### src/rtl/mem_bus_arbiter_if.sv
// Bundle of Icache, Dcache and memory-port signals around mem_bus_arbiter.
// The ic_abort line exists only when ICACHE_ABORT_EN is defined.
interface mem_bus_arbiter_if #(
    parameter int BEAT_W = 2
);
    logic              ic_req;
    logic [31:0]       ic_addr;
    logic              ic_gnt;
    logic              ic_rvalid;
    logic [31:0]       ic_rdata;
    logic [BEAT_W-1:0] ic_beat;
    logic              ic_done;
`ifdef ICACHE_ABORT_EN
    logic              ic_abort;
`endif
    logic              dc_req;
    logic              dc_we;
    logic [31:0]       dc_addr;
    logic [31:0]       dc_wdata;
    logic              dc_wnext;
    logic              dc_gnt;
    logic              dc_rvalid;
    logic [31:0]       dc_rdata;
    logic              dc_done;
    logic              mem_req;
    logic              mem_we;
    logic [31:0]       mem_addr;
    logic [31:0]       mem_wdata;
    logic              mem_ready;
    logic              mem_rvalid;
    logic [31:0]       mem_rdata;

    // master: the arbiter itself; slave: caches plus memory around it
    modport master (
`ifdef ICACHE_ABORT_EN
        input  ic_abort,
`endif
        input  ic_req, ic_addr, dc_req, dc_we, dc_addr, dc_wdata,
        input  mem_ready, mem_rvalid, mem_rdata,
        output ic_gnt, ic_rvalid, ic_rdata, ic_beat, ic_done,
        output dc_wnext, dc_gnt, dc_rvalid, dc_rdata, dc_done,
        output mem_req, mem_we, mem_addr, mem_wdata
    );

    modport slave (
`ifdef ICACHE_ABORT_EN
        output ic_abort,
`endif
        output ic_req, ic_addr, dc_req, dc_we, dc_addr, dc_wdata,
        output mem_ready, mem_rvalid, mem_rdata,
        input  ic_gnt, ic_rvalid, ic_rdata, ic_beat, ic_done,
        input  dc_wnext, dc_gnt, dc_rvalid, dc_rdata, dc_done,
        input  mem_req, mem_we, mem_addr, mem_wdata
    );
endinterface

### src/rtl/mem_bus_arbiter.sv
// Round-robin owner of the memory port for Icache/Dcache line bursts; read data returns one cycle after mem_rvalid.
// Beats wait on mem_ready; define ICACHE_ABORT_EN to allow Icache burst abort with DRAIN.
module mem_bus_arbiter #(
    parameter int BURST_LEN = 4,
    parameter int BEAT_W    = 2
) (
    input  logic              clk,
    input  logic              rst,
    mem_bus_arbiter_if.master bus
);
    localparam int               CNT_W    = BEAT_W + 1;
    localparam logic [CNT_W-1:0] CNT_LAST = CNT_W'(BURST_LEN - 1);
    localparam logic [CNT_W-1:0] CNT_FULL = CNT_W'(BURST_LEN);
    localparam logic [31:0]      LINE_OFS = 32'(BURST_LEN * 4 - 1);

    typedef enum logic [2:0] {
        IDLE  = 3'd0,
        IC_RD = 3'd1,
        DC_RD = 3'd2,
        DC_WR = 3'd3,
        DRAIN = 3'd4
    } state_t;

    state_t           state, state_nxt;
    logic [31:0]      base;
    logic [CNT_W-1:0] issue_cnt;
    logic [CNT_W-1:0] ret_cnt;
    logic             last_dc;
    logic             in_burst, issuing, hs, rd_ret, last_ret;
    logic             pick_ic, pick_dc, abort;

    always_comb begin
        state_nxt = state;
        pick_ic   = 1'b0;
        pick_dc   = 1'b0;
        abort     = 1'b0;
        in_burst  = (state == IC_RD) || (state == DC_RD) || (state == DC_WR);
        issuing   = in_burst && (issue_cnt < CNT_FULL);
        hs        = issuing && bus.mem_ready;
        rd_ret    = bus.mem_rvalid && ((state == IC_RD) || (state == DC_RD) || (state == DRAIN));
        last_ret  = rd_ret && (ret_cnt == CNT_LAST);
        case (state)
            IDLE: begin
                // last_dc resets high so the Icache wins the boot-time tie
                pick_ic = bus.ic_req && (!bus.dc_req || last_dc);
                pick_dc = bus.dc_req && !pick_ic;
                if (pick_ic) begin
                    state_nxt = IC_RD;
                end else if (pick_dc) begin
                    state_nxt = bus.dc_we ? DC_WR : DC_RD;
                end
            end
            IC_RD: begin
                if (last_ret) begin
                    state_nxt = IDLE;
                end
`ifdef ICACHE_ABORT_EN
                else if (bus.ic_abort) begin
                    abort     = 1'b1;
                    state_nxt = ((issue_cnt + CNT_W'(hs)) == (ret_cnt + CNT_W'(rd_ret))) ? IDLE : DRAIN;
                end
`endif
            end
            DC_RD: begin
                if (last_ret) begin
                    state_nxt = IDLE;
                end
            end
            DC_WR: begin
                if (hs && (issue_cnt == CNT_LAST)) begin
                    state_nxt = IDLE;
                end
            end
            DRAIN: begin
                if ((ret_cnt + CNT_W'(rd_ret)) == issue_cnt) begin
                    state_nxt = IDLE;
                end
            end
            default: state_nxt = IDLE;
        endcase
    end

    assign bus.mem_req   = issuing;
    assign bus.mem_we    = (state == DC_WR);
    assign bus.mem_addr  = base + 32'({issue_cnt, 2'b00});
    assign bus.mem_wdata = bus.dc_wdata;
    assign bus.dc_wnext  = hs && (state == DC_WR);

    always_ff @(posedge clk) begin
        if (rst) begin
            state <= IDLE;
        end else begin
            state <= state_nxt;
        end
    end

    always_ff @(posedge clk) begin
        if (rst) begin
            base          <= '0;
            issue_cnt     <= '0;
            ret_cnt       <= '0;
            last_dc       <= 1'b1;
            bus.ic_gnt    <= 1'b0;
            bus.ic_rvalid <= 1'b0;
            bus.ic_rdata  <= '0;
            bus.ic_beat   <= '0;
            bus.ic_done   <= 1'b0;
            bus.dc_gnt    <= 1'b0;
            bus.dc_rvalid <= 1'b0;
            bus.dc_rdata  <= '0;
            bus.dc_done   <= 1'b0;
        end else begin
            bus.ic_gnt    <= 1'b0;
            bus.dc_gnt    <= 1'b0;
            bus.ic_rvalid <= 1'b0;
            bus.dc_rvalid <= 1'b0;
            bus.ic_done   <= 1'b0;
            bus.dc_done   <= 1'b0;
            if (pick_ic || pick_dc) begin
                base       <= (pick_ic ? bus.ic_addr : bus.dc_addr) & ~LINE_OFS;
                issue_cnt  <= '0;
                ret_cnt    <= '0;
                last_dc    <= pick_dc;
                bus.ic_gnt <= pick_ic;
                bus.dc_gnt <= pick_dc;
            end else begin
                if (hs) begin
                    issue_cnt <= issue_cnt + 1'b1;
                end
                if (rd_ret) begin
                    ret_cnt <= ret_cnt + 1'b1;
                end
            end
            // an aborting cycle swallows its return unless it is the final one
            if (rd_ret && (state == IC_RD) && !abort) begin
                bus.ic_rvalid <= 1'b1;
                bus.ic_rdata  <= bus.mem_rdata;
                bus.ic_beat   <= ret_cnt[BEAT_W-1:0];
                bus.ic_done   <= last_ret;
            end
            if (rd_ret && (state == DC_RD)) begin
                bus.dc_rvalid <= 1'b1;
                bus.dc_rdata  <= bus.mem_rdata;
                bus.dc_done   <= last_ret;
            end
            if (bus.dc_wnext && (issue_cnt == CNT_LAST)) begin
                bus.dc_done <= 1'b1;
            end
        end
    end
endmodule

### src/flat_wrapper.sv
// flat-port wrapper written by rule: the top's interface ports become plain ports
module mem_bus_arbiter_flat 
#(
    parameter int BURST_LEN = 4,
    parameter int BEAT_W    = 2
)
  (clk, rst, bus_ic_req, bus_ic_addr, bus_dc_req, bus_dc_we, bus_dc_addr, bus_dc_wdata, bus_mem_ready, bus_mem_rvalid, bus_mem_rdata, bus_ic_gnt, bus_ic_rvalid, bus_ic_rdata, bus_ic_beat, bus_ic_done, bus_dc_wnext, bus_dc_gnt, bus_dc_rvalid, bus_dc_rdata, bus_dc_done, bus_mem_req, bus_mem_we, bus_mem_addr, bus_mem_wdata);
  mem_bus_arbiter_if #(.BEAT_W(BEAT_W)) bus_i ();
  input  logic clk;
  input  logic rst;
  input wire logic [$bits(bus_i.ic_req)-1:0] bus_ic_req;
  input wire logic [$bits(bus_i.ic_addr)-1:0] bus_ic_addr;
  input wire logic [$bits(bus_i.dc_req)-1:0] bus_dc_req;
  input wire logic [$bits(bus_i.dc_we)-1:0] bus_dc_we;
  input wire logic [$bits(bus_i.dc_addr)-1:0] bus_dc_addr;
  input wire logic [$bits(bus_i.dc_wdata)-1:0] bus_dc_wdata;
  input wire logic [$bits(bus_i.mem_ready)-1:0] bus_mem_ready;
  input wire logic [$bits(bus_i.mem_rvalid)-1:0] bus_mem_rvalid;
  input wire logic [$bits(bus_i.mem_rdata)-1:0] bus_mem_rdata;
  output wire logic [$bits(bus_i.ic_gnt)-1:0] bus_ic_gnt;
  output wire logic [$bits(bus_i.ic_rvalid)-1:0] bus_ic_rvalid;
  output wire logic [$bits(bus_i.ic_rdata)-1:0] bus_ic_rdata;
  output wire logic [$bits(bus_i.ic_beat)-1:0] bus_ic_beat;
  output wire logic [$bits(bus_i.ic_done)-1:0] bus_ic_done;
  output wire logic [$bits(bus_i.dc_wnext)-1:0] bus_dc_wnext;
  output wire logic [$bits(bus_i.dc_gnt)-1:0] bus_dc_gnt;
  output wire logic [$bits(bus_i.dc_rvalid)-1:0] bus_dc_rvalid;
  output wire logic [$bits(bus_i.dc_rdata)-1:0] bus_dc_rdata;
  output wire logic [$bits(bus_i.dc_done)-1:0] bus_dc_done;
  output wire logic [$bits(bus_i.mem_req)-1:0] bus_mem_req;
  output wire logic [$bits(bus_i.mem_we)-1:0] bus_mem_we;
  output wire logic [$bits(bus_i.mem_addr)-1:0] bus_mem_addr;
  output wire logic [$bits(bus_i.mem_wdata)-1:0] bus_mem_wdata;
  assign bus_i.ic_req = bus_ic_req;
  assign bus_i.ic_addr = bus_ic_addr;
  assign bus_i.dc_req = bus_dc_req;
  assign bus_i.dc_we = bus_dc_we;
  assign bus_i.dc_addr = bus_dc_addr;
  assign bus_i.dc_wdata = bus_dc_wdata;
  assign bus_i.mem_ready = bus_mem_ready;
  assign bus_i.mem_rvalid = bus_mem_rvalid;
  assign bus_i.mem_rdata = bus_mem_rdata;
  assign bus_ic_gnt = bus_i.ic_gnt;
  assign bus_ic_rvalid = bus_i.ic_rvalid;
  assign bus_ic_rdata = bus_i.ic_rdata;
  assign bus_ic_beat = bus_i.ic_beat;
  assign bus_ic_done = bus_i.ic_done;
  assign bus_dc_wnext = bus_i.dc_wnext;
  assign bus_dc_gnt = bus_i.dc_gnt;
  assign bus_dc_rvalid = bus_i.dc_rvalid;
  assign bus_dc_rdata = bus_i.dc_rdata;
  assign bus_dc_done = bus_i.dc_done;
  assign bus_mem_req = bus_i.mem_req;
  assign bus_mem_we = bus_i.mem_we;
  assign bus_mem_addr = bus_i.mem_addr;
  assign bus_mem_wdata = bus_i.mem_wdata;
  mem_bus_arbiter #(.BURST_LEN(BURST_LEN), .BEAT_W(BEAT_W)) u_core (.clk(clk), .rst(rst), .bus(bus_i));
endmodule
### config.mk
export PLATFORM = sky130hd
export DESIGN_NAME = mem_bus_arbiter_flat
export DESIGN_NICKNAME = d
export VERILOG_FILES = /design/src/rtl/mem_bus_arbiter_if.sv /design/src/rtl/mem_bus_arbiter.sv /design/src/flat_wrapper.sv
export SDC_FILE = /design/constraint.sdc
export NUM_CORES = 1
export LEC_CHECK = 0
export CORE_ASPECT_RATIO = 0.6
export CORE_UTILIZATION = 30
export DETAILED_ROUTE_END_ITERATION = 8
export RECOVER_POWER = 50
export SETUP_SLACK_MARGIN = 0.3
export SKIP_CTS_REPAIR_TIMING = 1
export SLEW_MARGIN = 10
export SYNTH_ARGS = -nofsm -noshare
export SYNTH_HDL_FRONTEND = slang
export SYNTH_SLANG_ARGS = --single-unit
### constraint.sdc
create_clock -name clk -period 3.1 [get_ports clk]
set_input_delay 0.62 -clock clk [delete_from_list [all_inputs] [get_ports clk]]
set_output_delay 0.62 -clock clk [all_outputs]
set_load 0.005 [all_outputs]
==> run_results.csv, run 1 <==
group,metric,value,unit
placement,globalplace.congestion,0.7984,
global_routing,first_global_vias,4384,
clocking,h-tree-depth,3,
detailed_routing,antenna_left,0,
detailed_routing,viasPerCell,4.619,
setup_path,crit_fanout,4,
clocking,cts_root_buf,"clkbuf_16",
placement,place.detailed.hpwl,10710,um
layout,num_antenna_cells,0,
sta,worstMarginPinSlew,1.740,ns
global_routing,grt_max_degree,57,
yosys,yosysWarnings,0,
sta,final-hold-violation-count,0,
pwr,p_leak,3.069,nW
sta,fmax,0.3462,GHz
global_routing,grt_use_total,17.07,%
pwr,p_per_area,607.1,nW/um2
layout,layout_commonest_cell,"nand2_1",
global_routing,grt_pass1_wl,22820,um
yosys,async_flop_share,0,%
setup_path,critPathRequiredTime,2.48,ns
placement,port_buffers,199,
clocking,cts_buffer_depth,2,
clocking,path_clk_slew,0.08,ns
die,row_count,36,
sta,fin_crit_sh,93.18,%
clocking,cts_buffers,9,
hold_path,worstHoldPathType,"reg -> reg",
die,dieWidth,168.7,um
status,status,"finished, violations left",
yosys,syn_inst,594,
detailed_routing,wirelength,15020,um
clocking,clk_latency,0.35,ns
layout,layout-drive-gt1-share,7.958,%
job,maxCapViolCount,1,
detailed_routing,vias,4536,
setup_path,end_kind,"output port",
detailed_routing,drc,0,
layout,final_util,45.54,%
hold_path,worst_hold_startpoint,"u_core.bus.ic_rdata[19]$_SDFFE_PP0P_",
die,die_h,102.0,um
global_routing,grt-ovfl-total,0,
setup_path,reg2reg_setup_slack,0.71,ns
yosys,syn_area,5001,um2
sta,drv_slew,34,
sta,skew,0.01420,ns
pwr,peakVddDrop,0.2448,mV
setup_path,cp.arrival,2.27,ns
hold_path,hold_end,"u_core.bus.ic_rdata[19]$_SDFFE_PP0P_",
setup_path,timing.rr.end,"u_core.bus.dc_rdata[24]$_SDFFE_PP0N_",
detailed_routing,wire_per_inst,15.30,um
layout,final_cell_mix,"nand2_1, clkdlybuf4s50_1, dfxtp_1, a21oi_1, dlygate4sd3_1",
setup_path,r2r-start,"u_core.state[0]$_SDFFE_PP0P_",
sta,rsz0062_at_grt,"true",
yosys,synth_edf_count,0,
yosys,ys_seq_area_share,43.63,%
sta,relSlewSlack,-16.03,%
setup_path,worst-setup-path-type,"reg -> out",
setup_path,rr_worst_depth,6,
placement,dpl_worst_slack,0.1524,ns
die,start_util,30.76,%
layout,nets,894,
layout,fin_cells,982,
hold_path,min_delay_path_depth,2,
sta,setup-violations-final,0,
die,core_area,16260,um2
detailed_routing,drtIter0Drc,239,
die,die_area,17210,um2
clocking,cts_tree,"built",
detailed_routing,first_pass_iters,4,
sta,final.min_clock_period,2.889,ns
yosys,synth-main-ff-cell,"dfxtp_1",
layout,area_growth_syn_to_layout,48.06,%
status,violations,"capacitance limit, slew limit",
setup_path,startpoint_type,"flip-flop",
yosys,synth-seq-cells,109,
yosys,synth_cell_types,37,
sta,timing.final.ws_setup,0.2113,ns
placement,placed_cells,962,
global_routing,antenna_found_initial,0,
pwr,total_power,4.495,mW
clocking,cts_sinks,109,
die,ios,274,
yosys,synth.avg_cell_area,8.419,um2
sta,tns,0,ns
## flip-flops by register name, summed over array words and instances, names as in the netlist
name                  count
u_core.issue_cnt          3
u_core.ret_cnt            3
u_core.base              28
u_core.last_dc            1
u_core.state              2
u_core.bus.ic_gnt         1
u_core.bus.dc_gnt         1
u_core.bus.dc_rdata      32
u_core.bus.ic_rvalid      1
u_core.bus.dc_done        1
u_core.bus.ic_beat        2
u_core.bus.ic_done        1
u_core.bus.dc_rvalid      1
u_core.bus.ic_rdata      32
## how the worst max path moves through the flow
stage | startpoint | to | slack [ns] | cells after the start
finish | u_core.issue_cnt[2]$_SDFFE_PP0N_ | bus_mem_addr[16] | 0.21 | 8
global route | u_core.issue_cnt[2]$_SDFFE_PP0N_ | bus_mem_addr[16] | 0.11 | 8
CTS | u_core.issue_cnt[2]$_SDFFE_PP0N_ | bus_mem_addr[24] | -0.27 | 7
detailed placement | u_core.issue_cnt[2]$_SDFFE_PP0N_ | bus_mem_addr[24] | 0.15 | 7
global placement | u_core.issue_cnt[2]$_SDFFE_PP0N_ | bus_mem_addr[24] | 0.17 | 7
floorplan | u_core.issue_cnt[2]$_SDFFE_PP0N_ | bus_mem_addr[20] | 0.98 | 6
## report_power, final
group          switching [mW]  internal (mW)  leakage, nW  total, mW
clock network           0.586          0.571        0.143       1.16
logic                   0.702          0.795         2.04       1.50
registers               0.219           1.62        0.889       1.84
total                    1.51           2.99         3.07       4.50
## final cells by class
cell class	count	area, um2
clock buffer	10	229.0
clock inverter	6	62.56
fill	1559	8856
inverter	5	18.77
multi-input combinational	409	2441
sequential	109	2188
tap	228	285.3
timing repair buffer	215	2180
## cell usage after synthesis (2+ instances only)
cell	number	area, um2
and4_1	3	26.28
buf_6	3	33.78
a211oi_1	22	165.2
buf_4	36	270.3
xor2_1	7	61.31
nand3_1	13	65.06
or2_2	2	12.51
and2_1	2	12.51
clkbuf_1	25	93.84
nand4_1	6	37.54
nand3_2	3	30.03
nor2_1	44	165.2
mux2i_1	29	290.3
and3_1	5	31.28
xnor2_1	21	183.9
nor4_4	2	42.54
a211oi_2	6	75.07
a21oi_1	70	350.3
nand2_1	148	555.5
nand4bb_1	2	22.52
ha_1	10	125.1
buf_2	8	40.04
dfxtp_1	109	2182
inv_1	5	18.77
## through the flow
step           area (um2)  hold WS [ns]
6_report             7405        0.4526
5_1_grt              7405        0.4708
4_1_cts              7253        0.4566
3_5_place_dp         6962        0.4456
3_3_place_gp         6962        0.4418
2_1_floorplan        5005        0.4488
## kinds of logic after synthesis
family                   count (synthesis)  share of synthesized area, %
AND/OR/NAND/NOR                        234                         20.62
flip-flops                             109                         43.63
AO/OA/AOI/OAI                          106                         13.34
buffers and inverters                   77                         9.132
multiplexers                            29                         5.804
XOR/XNOR                                28                         4.904
adder cells (fa/ha/maj)                 10                         2.502
other                                    1                       0.07498
## critical path, cell delays in order, from the launching register on
cell and delay, ns:
dfxtp_4 0.37, ha_4 0.16, ha_4 0.15, nand3_4 0.11, buf_4 0.18, nor2_4 0.14
nand4_1 0.15, xnor2_1 0.15, clkdlybuf4s50_1 0.51
## per-layer routing
| metal | track usage (%) | up-vias | wire length [um] |
|---|---|---|---|
| met5 | 0 | - | 0 |
| met1 | 22.96 | 2109 | 7328 |
| li1 | - | 2268 | - |
| met3 | 5.771 | 8 | 1102 |
| met4 | 3.916 | 0 | 78 |
| met2 | 26.41 | 151 | 6514 |
No activity file was read; power rests on OpenSTA's default activity.
==> run 2: changes to the inputs <==
--- a/config.mk
+++ b/config.mk
@@ -10,7 +10,6 @@
 export DETAILED_ROUTE_END_ITERATION = 8
 export RECOVER_POWER = 50
 export SETUP_SLACK_MARGIN = 0.3
-export SKIP_CTS_REPAIR_TIMING = 1
 export SLEW_MARGIN = 10
 export SYNTH_ARGS = -nofsm -noshare
 export SYNTH_HDL_FRONTEND = slang
==> run 2 against run 1 <==
Compared with the run above:
- clock power about the same
- the flow still finishes with violations (capacitance limit, slew limit)
- power shrank 0.77%
- largest power group unchanged
- fmax up 4.3%
- flip-flop and latch count unchanged
- final area is 0.39% lower
- setup slack improved by 0.12 ns
- first-iteration DRC count rose by 2.1%
- clock skew is 0.0027 ns higher
==> run_results.csv, run 2 (synthesis results as in run 1) <==
group,metric,value,unit
pwr,p_per_area,604.8,nW/um2
die,ios,274,
placement,place_area,6962,um2
layout,num_antenna_cells,0,
setup_path,critPathRequiredTime,2.48,ns
layout,reg_top3,"u_core.bus.dc_rdata (32), u_core.bus.ic_rdata (32), u_core.base (28)",
clocking,path_clk_slew,0.09,ns
clocking,cts_tree,"built",
die,start_util,30.76,%
setup_path,timing.rr.end,"u_core.bus.dc_rdata[24]$_SDFFE_PP0N_",
sta,final-hold-violation-count,0,
pwr,total_power,4.461,mW
setup_path,crit_fanout,6,
sta,drv_slew,34,
die,core_area,16260,um2
sta,rsz0062_at_grt,"true",
global_routing,grt-ovfl-total,0,
setup_path,worst-setup-path-type,"reg -> out",
placement,placed_cells,962,
placement,dpl_worst_slack,0.1524,ns
detailed_routing,vias,4543,
global_routing,grt_max_degree,57,
detailed_routing,viasPerCell,4.594,
clocking,cts_buffer_depth,2,
setup_path,end_kind,"output port",
layout,final_cell_mix,"nand2_1, clkdlybuf4s50_1, dfxtp_1, dlygate4sd3_1, a21oi_1",
global_routing,grt_pass1_wl,23200,um
layout,fin_cells,989,
status,violations,"capacitance limit, slew limit",
detailed_routing,drtIter0Drc,244,
sta,final.min_clock_period,2.769,ns
detailed_routing,drc,0,
layout,layout-drive-gt1-share,10.25,%
die,dieWidth,168.7,um
setup_path,startpoint_type,"flip-flop",
status,status,"finished, violations left",
hold_path,worstHoldPathType,"reg -> reg",
hold_path,hold_end,"u_core.bus.ic_rdata[19]$_SDFFE_PP0P_",
layout,layout_commonest_cell,"nand2_1",
sta,setup-violations-final,0,
layout,nets,901,
clocking,h-tree-depth,3,
job,maxCapViolCount,1,
placement,place.detailed.hpwl,10710,um
sta,relSlewSlack,-15.84,%
die,die_area,17210,um2
clocking,cts_sinks,109,
sta,fmax,0.3611,GHz
setup_path,reg2reg_setup_slack,0.71,ns
die,row_count,36,
layout,final_area,7376,um2
setup_path,cp.arrival,2.15,ns
clocking,cts_root_buf,"clkbuf_16",
placement,globalplace.congestion,0.7984,
global_routing,first_global_vias,4437,
placement,port_buffers,199,
global_routing,grt_use_total,17.37,%
setup_path,r2r-start,"u_core.state[0]$_SDFFE_PP0P_",
detailed_routing,wire_per_inst,15.21,um
setup_path,rr_worst_depth,6,
detailed_routing,antenna_left,0,
hold_path,min_delay_path_depth,2,
die,die_h,102.0,um
detailed_routing,first_pass_iters,4,
clocking,cts_buffers,9,
sta,tns,0,ns
detailed_routing,wirelength,15040,um
sta,fin_crit_sh,89.32,%
clocking,cts_hold_buf,0,
sta,skew,0.01687,ns
sta,worstMarginPinSlew,1.738,ns
global_routing,antenna_found_initial,0,
pwr,peakVddDrop,0.2448,mV
pwr,p_leak,2.932,nW
clocking,clk_latency,0.35,ns
sta,timing.final.ws_setup,0.3310,ns
layout,area_growth_syn_to_layout,47.49,%
hold_path,worst_hold_startpoint,"u_core.bus.ic_rdata[19]$_SDFFE_PP0P_",
## run 2: cell types whose count changed in the layout (fill, tap and decap cells not counted), sizes merged
cell	previous run	this run
dlygate4sd2	0	11
dlygate4sd3	67	72
clkbuf	12	16
buf	15	26
clkdlybuf4s50	112	105
dlymetal6s2s	19	2
## run 2: what timing repair did
action	in CTS	in global routing
resized for setup	50	14
hold endpoints to repair	0	0
pin swaps	11	5
setup endpoints to repair	24	14
buffers inserted	10	1
## run 2: metal layers
layer  vias up  track usage (%)  share of wire [%]
met5         -                0                  0
met4         0            3.916               0.52
met3         8            5.771                7.2
met2       141            26.92                 43
met1      2111            23.42                 49
li1       2283                -                  -
## run 2: layout make-up
type / count / area [um2]
multi-input cells: 409 / 2459
inverters: 5 / 18.77
fillers: 1559 / 8885
repair buffers: 222 / 2132
clock buffers: 10 / 229.0
clock inverters: 6 / 62.56
flip-flops and latches: 109 / 2190
well taps: 228 / 285.3
## run 2: worst max path at each step
stage	slack, ns	start	to
2_1_floorplan	0.98	u_core.issue_cnt[2]$_SDFFE_PP0N_	bus_mem_addr[20]
3_3_place_gp	0.17	u_core.issue_cnt[2]$_SDFFE_PP0N_	bus_mem_addr[24]
3_5_place_dp	0.15	u_core.issue_cnt[2]$_SDFFE_PP0N_	bus_mem_addr[24]
4_1_cts	0.22	u_core.issue_cnt[2]$_SDFFE_PP0N_	bus_mem_addr[12]
5_1_grt	0.22	u_core.issue_cnt[2]$_SDFFE_PP0N_	bus_mem_addr[24]
6_report	0.33	u_core.base[11]$_SDFFE_PP0P_	bus_mem_addr[24]
## run 2: where the power goes
group          internal [mW]  switching, mW
Combinational          0.756          0.706
Clock                  0.571          0.585
Sequential              1.62          0.219
## run 2: worst max-delay path, cell delays in order, from the launching register on
cell	delay (ns)
dfxtp_1	0.46
nand3_2	0.18
nor4_4	0.32
buf_4	0.17
buf_4	0.12
nand3_1	0.11
xnor2_2	0.16
dlygate4sd2_1	0.27
## run 2: metrics by stage
step | hold slack, ns | utilization, %
final | 0.4526 | 45.36
after global routing | 0.4708 | 45.36
after CTS | 0.4566 | 45.38
after detailed placement | 0.4456 | 42.81
after global placement | 0.4418 | 42.81
after floorplan | 0.4488 | -
==> run 3: changes to the inputs <==
--- a/config.mk
+++ b/config.mk
@@ -6,6 +6,7 @@
 export NUM_CORES = 1
 export LEC_CHECK = 0
 export CORE_ASPECT_RATIO = 0.6
+export CORE_MARGIN = 2
 export CORE_UTILIZATION = 30
 export DETAILED_ROUTE_END_ITERATION = 8
 export RECOVER_POWER = 50
==> run 3 against run 2 <==
Compared with the run above:
- the run still ends with capacitance limit, slew limit left
- sequential power hardly changed
- setup slack better by 0.039 ns
- die area is 3.2% higher
- final cell count shrank 0.30%
==> run_results.csv, run 3 (synthesis results as in run 1) <==
group,metric,value,unit
layout,area_growth_syn_to_layout,48.09,%
setup_path,timing.rr.end,"u_core.bus.ic_rdata[25]$_SDFFE_PP0P_",
detailed_routing,wire_per_inst,15.16,um
layout,regArea,2190,um2
die,start_util,30.76,%
layout,multi_input_area,2436,um2
clocking,cts_tree,"built",
clocking,h-tree-depth,3,
setup_path,critPathRequiredTime,2.48,ns
layout,layout-drive-gt1-share,9.103,%
die,die_area,17750,um2
placement,globalplace.congestion,0.7687,
global_routing,grt-ovfl-total,0,
detailed_routing,vias,4574,
sta,tns,0,ns
pwr,p_clk_share,27.2,%
pwr,p_leak,2.814,nW
setup_path,cp.arrival,2.11,ns
global_routing,grt_pass1_wl,23440,um
clocking,cts_root_buf,"clkbuf_16",
pwr,peakVddDrop,0.3102,mV
placement,port_buffers,199,
sta,drv_slew,70,
sta,setup-violations-final,0,
placement,place_area,6964,um2
pwr,power.share.sequential,40.7,%
setup_path,rr_worst_depth,6,
clocking,cts_buffer_depth,2,
detailed_routing,first_pass_iters,4,
clocking,cts_sinks,109,
sta,fmax,0.3663,GHz
pwr,p_per_area,614.9,nW/um2
die,core_area,16260,um2
layout,layout_commonest_cell,"nand2_1",
pwr,p_comb_share,32.1,%
layout,final_cell_mix,"nand2_1, clkdlybuf4s50_1, dfxtp_1, a21oi_1, dlygate4sd3_1",
layout,reg_top3,"u_core.bus.dc_rdata (32), u_core.bus.ic_rdata (32), u_core.base (28)",
status,violations,"capacitance limit, slew limit",
setup_path,reg2reg_setup_slack,0.51,ns
detailed_routing,drc,0,
global_routing,grt_use_total,16.56,%
job,maxCapViolCount,2,
sta,skew,0.009738,ns
sta,worstMarginPinSlew,1.723,ns
setup_path,crit_fanout,4,
sta,final-hold-violation-count,0,
detailed_routing,antenna_left,0,
sta,rsz0062_at_grt,"true",
die,ios,274,
clocking,cts_hold_buf,0,
layout,final_area,7406,um2
hold_path,worstHoldPathType,"reg -> reg",
detailed_routing,viasPerCell,4.639,
global_routing,first_global_vias,4465,
layout,final_util,45.54,%
placement,place.detailed.hpwl,10680,um
detailed_routing,wirelength,14950,um
die,die_h,104.0,um
die,row_count,36,
pwr,swShare,33.12,%
pwr,p_int,3.046,mW
setup_path,worst-setup-path-type,"reg -> out",
sta,relSlewSlack,-14.85,%
layout,num_antenna_cells,0,
sta,holdWs,0.4522,ns
pwr,power_switching,1.508,mW
layout,nets,898,
detailed_routing,drtIter0Drc,284,
hold_path,worst_hold_startpoint,"u_core.bus.ic_beat[1]$_SDFFE_PP0P_",
clocking,path_clk_slew,0.08,ns
status,status,"finished, violations left",
setup_path,r2r-start,"u_core.state[0]$_SDFFE_PP0P_",
clocking,cts_buffers,9,
sta,fin_crit_sh,88.07,%
setup_path,end_kind,"output port",
setup_path,startpoint_type,"flip-flop",
sta,final.min_clock_period,2.730,ns
hold_path,min_delay_path_depth,2,
global_routing,antenna_found_initial,0,
die,dieWidth,170.7,um
layout,fillCellCount,1555,
hold_path,hold_end,"u_core.bus.ic_beat[1]$_SDFFE_PP0P_",
global_routing,grt_max_degree,62,
clocking,clk_latency,0.35,ns
run 3: layer usage:
layer | share of wire (%) | track usage, % | up-vias
li1 | - | - | 2275
met1 | 48 | 23.44 | 2129
met2 | 42 | 24.06 | 163
met3 | 9.1 | 6.126 | 7
met4 | 0.57 | 3.053 | 0
met5 | 0 | 0 | -
run 3: through the flow:
stage                     std cells  setup WS, ns  total power, mW
after floorplan                 595        0.9836            2.662
after global placement          959        0.1073            3.380
after detailed placement        959        0.1009            3.417
after CTS                       983        0.2059            4.644
after global routing            986        0.1502            4.834
final                           986        0.3699            4.554
run 3: repair_timing:
action                                  4_1_cts  5_1_grt
cloned                                        0        0
buffers inserted                              8        3
endpoints found under the setup margin       24       14
pin swaps                                     5        7
gates resized for setup                      37       17
run 3: how the worst max path moves through the flow:
stage / start / slack (ns) / endpoint / depth (start not counted)
floorplan: u_core.issue_cnt[2]$_SDFFE_PP0N_ / 0.98 / bus_mem_addr[20] / 6
global placement: u_core.issue_cnt[2]$_SDFFE_PP0N_ / 0.11 / bus_mem_addr[20] / 7
detailed placement: u_core.issue_cnt[2]$_SDFFE_PP0N_ / 0.10 / bus_mem_addr[26] / 7
CTS: u_core.issue_cnt[2]$_SDFFE_PP0N_ / 0.21 / bus_mem_addr[20] / 9
global route: bus_mem_rvalid / 0.15 / u_core.bus.ic_rdata[13]$_SDFFE_PP0P_ / 5
finish: u_core.issue_cnt[2]$_SDFFE_PP0N_ / 0.37 / bus_mem_addr[26] / 9
run 3: worst max-delay path, cell delays in order, from the launching register on:
cell           delay (ns)
dfxtp_4              0.36
ha_4                 0.15
ha_4                 0.15
nand3_4              0.13
nor4_4               0.17
buf_6                0.15
buf_4                0.11
nand3_1              0.08
xnor2_1              0.19
dlygate4sd2_1        0.26
run 3: cell type report:
type	count	area share, %
Multi-Input combinational cell	409	32.89
Tap cell	228	3.852
Clock buffer	9	3.041
Timing Repair Buffer	219	28.94
Sequential cell	109	29.57
Clock inverter	7	1.453
Inverter	5	0.2534
run 3: power groups by stage:
| stage | sequential (mW) | clock (mW) | combinational (mW) |
|---|---|---|---|
| after floorplan | 1.82 | 0 | 0.846 |
| after CTS | 1.84 | 1.29 | 1.51 |
| after detailed placement | 1.87 | 0 | 1.55 |
| after global placement | 1.86 | 0 | 1.52 |
| after global routing | 1.89 | 1.35 | 1.60 |
| final | 1.85 | 1.24 | 1.46 |
